<file path="config.mk">
export PLATFORM = sky130hd
export DESIGN_NAME = gamma_module_v3
export DESIGN_NICKNAME = d
export VERILOG_FILES = /design/src/rtl/gamma_module_v3_pkg.sv /design/src/rtl/gamma_table_v3.sv /design/src/rtl/gamma_module_v3.sv
export SDC_FILE = /design/constraint.sdc
export NUM_CORES = 1
export LEC_CHECK = 0
export ABC_CLOCK_PERIOD_IN_PS = 7900
export CORE_MARGIN = 4
export CORE_UTILIZATION = 30
export CTS_CLUSTER_DIAMETER = 30
export CTS_CLUSTER_SIZE = 25
export DETAILED_ROUTE_END_ITERATION = 10
export GPL_TIMING_DRIVEN = 0
export SETUP_SLACK_MARGIN = 0.05
export SYNTH_ARGS = -nofsm -noshare
export SYNTH_HDL_FRONTEND = slang
export SYNTH_SLANG_ARGS = --single-unit
</file>
<file path="constraint.sdc">
create_clock -name VCLK -period 7.9 [get_ports VCLK]
set_clock_uncertainty 0.1 [all_clocks]
set_input_delay 1.185 -clock VCLK [delete_from_list [all_inputs] [get_ports VCLK]]
set_output_delay 1.185 -clock VCLK [all_outputs]
set_load 0.05 [all_outputs]
</file>
<file path="src/rtl/gamma_module_v3_pkg.sv">
// Shared video parameters for the gamma block: selector encoding,
// table latency and the selector decode helper.
package gamma_module_v3_pkg;

   localparam int GAMMA_SEL_W   = 4;
   localparam int GAMMA_PAGE_W  = 3;
   localparam int GAMMA_TBL_LAT = 2;

   // Selector value that routes pixels around the table. Values below it
   // map straight to a page, values above it map to value-1.
   localparam logic [GAMMA_SEL_W-1:0] GAMMA_TABLE_OFF = 4'd4;

   typedef struct packed {
      logic                    nbypass;
      logic [GAMMA_PAGE_W-1:0] page;
   } gamma_sel_t;

   function automatic gamma_sel_t gamma_decode(input logic [GAMMA_SEL_W-1:0] sel);
      gamma_sel_t d;
      d.nbypass = (sel != GAMMA_TABLE_OFF);
      if (sel < GAMMA_TABLE_OFF)
         d.page = sel[GAMMA_PAGE_W-1:0];
      else if (sel == GAMMA_TABLE_OFF)
         d.page = '0;
      else if (sel > 4'd8)
         d.page = 3'd7;
      else
         d.page = 3'(sel - 4'd1);
      return d;
   endfunction

endpackage

</file>
<file path="src/rtl/gamma_table_v3.sv">
// Gamma ROM: eight curve pages blending linear into square law, plus an
// MSB-replicating bypass. Two register stages, bypass matches table latency.
module gamma_table_v3
   import gamma_module_v3_pkg::*;
#(
   parameter int COLOR_W_I = 7,
   parameter int COLOR_W_O = 8
) (
   input  logic                    VCLK,
   input  logic                    nRST,
   input  logic [GAMMA_PAGE_W-1:0] page,
   input  logic                    nbypass,
   input  logic [COLOR_W_I-1:0]    din,
   output logic [COLOR_W_O-1:0]    dout
);

   localparam int PW = 2*COLOR_W_O + 4;

   logic [COLOR_W_O-1:0] lut_q  = '0;
   logic [COLOR_W_O-1:0] dout_q = '0;

   // Page p bends the left-aligned linear ramp (p+1)/8 of the way toward x^2.
   function automatic logic [COLOR_W_O-1:0] curve(input logic [GAMMA_PAGE_W-1:0] pg,
                                                  input logic [COLOR_W_I-1:0] x);
      logic [PW-1:0] lin, sq, bend;
      lin  = PW'(x) << (COLOR_W_O-COLOR_W_I);
      sq   = (PW'(x) * PW'(x)) >> (2*COLOR_W_I-COLOR_W_O);
      bend = ((lin - sq) * (PW'(pg) + PW'(1))) >> 3;
      return COLOR_W_O'(lin - bend);
   endfunction

   // Left-align and refill the low bits from the top of the channel.
   function automatic logic [COLOR_W_O-1:0] expand(input logic [COLOR_W_I-1:0] x);
      logic [COLOR_W_O-1:0] r;
      r = '0;
      for (int i = 0; i < COLOR_W_O; i++)
         r[COLOR_W_O-1-i] = x[COLOR_W_I-1-(i % COLOR_W_I)];
      return r;
   endfunction

   // Lookup stage then output stage.
   always_ff @(posedge VCLK) begin
      if (!nRST) begin
         lut_q  <= '0;
         dout_q <= '0;
      end else begin
         lut_q  <= nbypass ? curve(page, din) : expand(din);
         dout_q <= lut_q;
      end
   end

   assign dout = dout_q;

endmodule

</file>
<file path="src/rtl/gamma_module_v3.sv">
// Gamma sequencer: latches a pixel on its strobe, feeds one channel per
// cycle through gamma_table_v3 and reassembles the corrected pixel.
module gamma_module_v3
   import gamma_module_v3_pkg::*;
#(
   parameter int COLOR_W_I = 7,
   parameter int COLOR_W_O = 8,
   parameter int N_CH      = 3,
   parameter int SYNC_W    = 4
) (
   input  logic                            VCLK,
   input  logic                            nRST,
   input  logic [GAMMA_SEL_W-1:0]          gammaparams_i,
   input  logic                            vdata_valid_i,
   input  logic [SYNC_W+N_CH*COLOR_W_I-1:0] vdata_i,
   output logic                            vdata_valid_o,
   output logic [SYNC_W+N_CH*COLOR_W_O-1:0] vdata_o,
   output logic                            pixel_drop_o
);

   localparam int               CNT_W   = $clog2(N_CH);
   localparam logic [CNT_W-1:0] LAST_CH = CNT_W'(N_CH-1);

   // Tag travelling beside each channel through the table.
   typedef struct packed {
      logic              vld;
      logic [CNT_W-1:0]  ch;
      logic [SYNC_W-1:0] sync;
   } tag_t;

   logic [GAMMA_SEL_W-1:0]             sel_raw_q = GAMMA_TABLE_OFF;
   logic [SYNC_W-1:0]                  sync_q    = '0;
   logic [N_CH-1:0][COLOR_W_I-1:0]     pix_q     = '0;
   logic                               busy      = 1'b0;
   logic [CNT_W-1:0]                   cnt       = '0;
   logic                               abort_q   = 1'b0;
   logic                               drop_q    = 1'b0;
   logic [COLOR_W_I-1:0]               tin_data  = '0;
   gamma_sel_t                         tin_sel   = '0;
   tag_t [GAMMA_TBL_LAT:0]             tag_pipe  = '0;
   logic [N_CH-1:0][COLOR_W_O-1:0]     stage     = '0;
   logic [SYNC_W+N_CH*COLOR_W_O-1:0]   vout_q    = '0;
   logic                               vvld_q    = 1'b0;

   logic                               abort, issue;
   logic [COLOR_W_O-1:0]               tout_data;
   tag_t                               tout;
   logic [N_CH-1:0][COLOR_W_O-1:0]     stage_nx;

   // A strobe before the last channel has issued kills the old pixel.
   assign abort = vdata_valid_i && busy && (cnt != LAST_CH);
   assign issue = busy && !abort;
   assign tout  = tag_pipe[GAMMA_TBL_LAT];

   // Strobe capture and input channel counter; drop pulse one cycle late.
   always_ff @(posedge VCLK) begin
      if (!nRST) begin
         sel_raw_q <= GAMMA_TABLE_OFF;
         sync_q    <= '0;
         pix_q     <= '0;
         busy      <= 1'b0;
         cnt       <= '0;
         abort_q   <= 1'b0;
         drop_q    <= 1'b0;
      end else begin
         abort_q <= abort;
         drop_q  <= abort_q;
         if (vdata_valid_i) begin
            sel_raw_q <= gammaparams_i;
            sync_q    <= vdata_i[SYNC_W+N_CH*COLOR_W_I-1 -: SYNC_W];
            pix_q     <= vdata_i[N_CH*COLOR_W_I-1:0];
            busy      <= 1'b1;
            cnt       <= '0;
         end else if (busy) begin
            if (cnt == LAST_CH) busy <= 1'b0;
            else                cnt  <= cnt + CNT_W'(1);
         end
      end
   end

   // Table input register and tag delay line matched to table latency.
   always_ff @(posedge VCLK) begin
      if (!nRST) begin
         tin_data <= '0;
         tin_sel  <= '0;
         tag_pipe <= '0;
      end else begin
         tin_data    <= pix_q[cnt];
         tin_sel     <= gamma_decode(sel_raw_q);
         tag_pipe[0] <= '{vld: issue, ch: cnt, sync: sync_q};
         for (int i = 1; i <= GAMMA_TBL_LAT; i++)
            tag_pipe[i] <= tag_pipe[i-1];
      end
   end

   gamma_table_v3 #(
      .COLOR_W_I (COLOR_W_I),
      .COLOR_W_O (COLOR_W_O)
   ) u_table (
      .VCLK    (VCLK),
      .nRST    (nRST),
      .page    (tin_sel.page),
      .nbypass (tin_sel.nbypass),
      .din     (tin_data),
      .dout    (tout_data)
   );

   // Staging with the arriving channel merged in.
   always_comb begin
      stage_nx = stage;
      if (tout.vld) stage_nx[tout.ch] = tout_data;
   end

   // Collect channels; publish the pixel when its last channel lands.
   always_ff @(posedge VCLK) begin
      if (!nRST) begin
         stage  <= '0;
         vout_q <= '0;
         vvld_q <= 1'b0;
      end else begin
         stage  <= stage_nx;
         vvld_q <= tout.vld && (tout.ch == LAST_CH);
         if (tout.vld && (tout.ch == LAST_CH))
            vout_q <= {tout.sync, stage_nx};
      end
   end

   assign vdata_valid_o = vvld_q;
   assign vdata_o       = vout_q;
   assign pixel_drop_o  = drop_q;

endmodule

</file>
==> flow_metrics.tcl <==
set metrics [dict create \
    outcome "finished, violations left" \
    violations "setup timing" \
    clockBufferDepth 2 \
    grt_usage 0.125 \
    crit_arrival_ns 8.65 \
    setup_viol 3 \
    path_clk_slew_ns 0.05 \
    ys_warn_count 0 \
    cap_violations 0 \
    fp.dieH_um 162 \
    initial_core_util 0.305 \
    via_per_inst 4.40 \
    p_per_area_nw_per_um2 232 \
    fin_ws_ns -0.517 \
    grt_pass1_vias 5518 \
    cp-end-kind "register" \
    grt_max_degree 17 \
    clkLatencyLatePin_ns 0.40 \
    syn2layout_area_growth_pct 33.2 \
    synth_edf_count 0 \
    vias 5426 \
    die_x_um 162 \
    critPathTopFamily "adder cells" \
    final_antenna_net_count 0 \
    period_share 1.07 \
    placed_area_um2 8280 \
    layout_common_cells "120 x dfxtp_1, 83 x nand2_1, 61 x mux2i_1, 59 x nor2b_1, 59 x clkdlybuf4s50_1" \
    cp_slowest_cell "or4_4" \
    design.portCount 62 \
    syn_nets 878 \
    p_total_uw 2210 \
    netlist_area_um2 7150 \
    grt_pass1_wl_um 26800 \
    cts-root-buf "clkbuf_16" \
    cts_max_level 4 \
    ir_worst_vdd_mv 0.141 \
    cp-start-kind "register" \
    cpPeakStageDelay_ns 0.54 \
    overflow 0 \
    relSlewSlack 0.465 \
    synth-seq-cells 127 \
    required_ns 8.13 \
    crit_fanout 5 \
    cp_common_cell "fa_1" \
    critPathBufInv 6 \
    drc_errors 0 \
    clock_sinks 127 \
    core_area_um2 23500 \
    cts_hold_buf 0 \
    dpl.hpwl_um 11600 \
    fmax_ghz 0.119 \
    finalCriticalPeriod_ns 8.42 \
    async_reset_ff_frac 0 \
    stdcell_area_um2 9530 \
    rsz0062_at_grt "yes" \
    routedWlPerCell_um 13.0 \
    ys_types 51 \
    die_area_um2 26400 \
    n_antenna_cell 0 \
    drive_gt1_frac 0.179 \
    hp-class "reg2reg" \
    rows 56 \
    leakagePower_uw 0.00400 \
    syn_inst 767 \
    layout_commonest_cell "dfxtp_1" \
    routed_wl_um 16100 \
    ys_seq_area_frac 0.355 \
    drv_slew 0 \
    nets 1011 \
    drt_iter0_drc 200 \
    cts_made_buffers 17 \
    finalHoldViolations 0 \
    crit_type "reg2reg" \
    drt_first_pass_iters 4 \
    worstMarginPinSlew_ns 0.803 \
    place.gp.congestion 0.742 \
    antenna_found_initial 0 \
    avgSynthCellArea_um2 9.32 \
    cts_tree "yes" \
    port_buffers 59 \
    synth-main-ff-cell "dfxtp_1" \
]
## per-stage QoR
step                utilization  hold slack (ns)  instances  worst slack (ns)  TNS, ns
floorplan                     -            0.312        767            -0.223   -0.223
global placement          0.353            0.314       1145             -1.03    -2.15
detailed placement        0.353            0.318       1145             -1.07    -2.22
CTS                       0.400            0.331       1228            -0.589   -0.816
global route              0.406            0.339       1232            -0.895    -2.44
finish                    0.406            0.329       1232            -0.517   -0.874
## synth_stat cells (all sizes together) (3+ instances only)
| master | n | area share |
|---|---|---|
| o21a | 3 | 0.0031 |
| nand2b | 17 | 0.015 |
| a21oi | 18 | 0.014 |
| o211a | 3 | 0.0042 |
| nand4 | 4 | 0.0035 |
| nor3b | 4 | 0.0042 |
| xor2 | 12 | 0.015 |
| and3 | 4 | 0.0035 |
| o21bai | 5 | 0.0052 |
| inv | 58 | 0.030 |
| clkbuf | 33 | 0.017 |
| a21o | 4 | 0.0042 |
| fa | 29 | 0.081 |
| dfxtp | 127 | 0.36 |
| nand3 | 3 | 0.0021 |
| xnor2 | 27 | 0.035 |
| a21boi | 30 | 0.031 |
| nor2 | 24 | 0.013 |
| nor3 | 8 | 0.0056 |
| ha | 50 | 0.087 |
| o21ai | 18 | 0.013 |
| buf | 7 | 0.0045 |
| nand2 | 85 | 0.045 |
| nor2b | 60 | 0.052 |
| mux2i | 61 | 0.085 |
| and2 | 52 | 0.045 |
## routing by layer
metal / track usage / share of wire / vias up
met5: 0 / 0 / -
met2: 0.216 / 0.48 / 71
met4: 0.0285 / 0.0085 / 0
met1: 0.161 / 0.48 / 2581
met3: 0.0263 / 0.031 / 11
li1: - / - / 2763
## final cells by class
class / count / area [um2]
Buffer: 36 / 138
Sequential cell: 127 / 2570
Clock buffer: 18 / 429
Inverter: 58 / 223
Clock inverter: 14 / 145
Fill cell: 2301 / 13900
Multi-Input combinational cell: 542 / 4580
Tap cell: 319 / 399
Timing Repair Buffer: 118 / 1040
## flip-flops by register name (all words and copies together) (netlist names), 2 cells and up
name           flops
vdata_o           28
pix_q             21
tag_pipe          21
stage             16
u_table.dout       8
u_table.lut_q      8
tin_data           7
sel_raw_q          4
sync_q             4
tin_sel            4
cnt                2
## worst paths after layout
kind                                         end  depth (start not counted)   startpoint  slack, ns
worst max register to register  u_table.lut_q[7]                         38  tin_data[4]      -0.52
worst max-delay path            u_table.lut_q[7]                         38  tin_data[4]      -0.52
worst min-delay path                 tag_pipe[8]                          1  tag_pipe[1]       0.33
worst min register to register       tag_pipe[8]                          1  tag_pipe[1]       0.33
## report_power, final
group	leakage, uW	switching, uW	internal [uW]
clock network	0.000272	285	463
logic	0.00269	356	412
registers	0.00104	18.4	672
## cells by family (layout without fill, tap and decap cells)
logic type,after synthesis,after routing,synth area share
and+or+nand+nor,271,271,0.201
DFF,127,127,0.355
buffers and inverters,98,244,0.0525
AOI/OAI and AO/OA,92,92,0.0873
adders and majority gates,79,79,0.169
muxes,61,61,0.0854
xor gates and xnor gates,39,39,0.0499
## repair_timing
action                     CTS  global route
setup endpoints to repair    5             6
pin swaps                   43            15
buffers inserted            52             8
resized for setup           35            26
No activity file was read; power rests on OpenSTA's default activity.
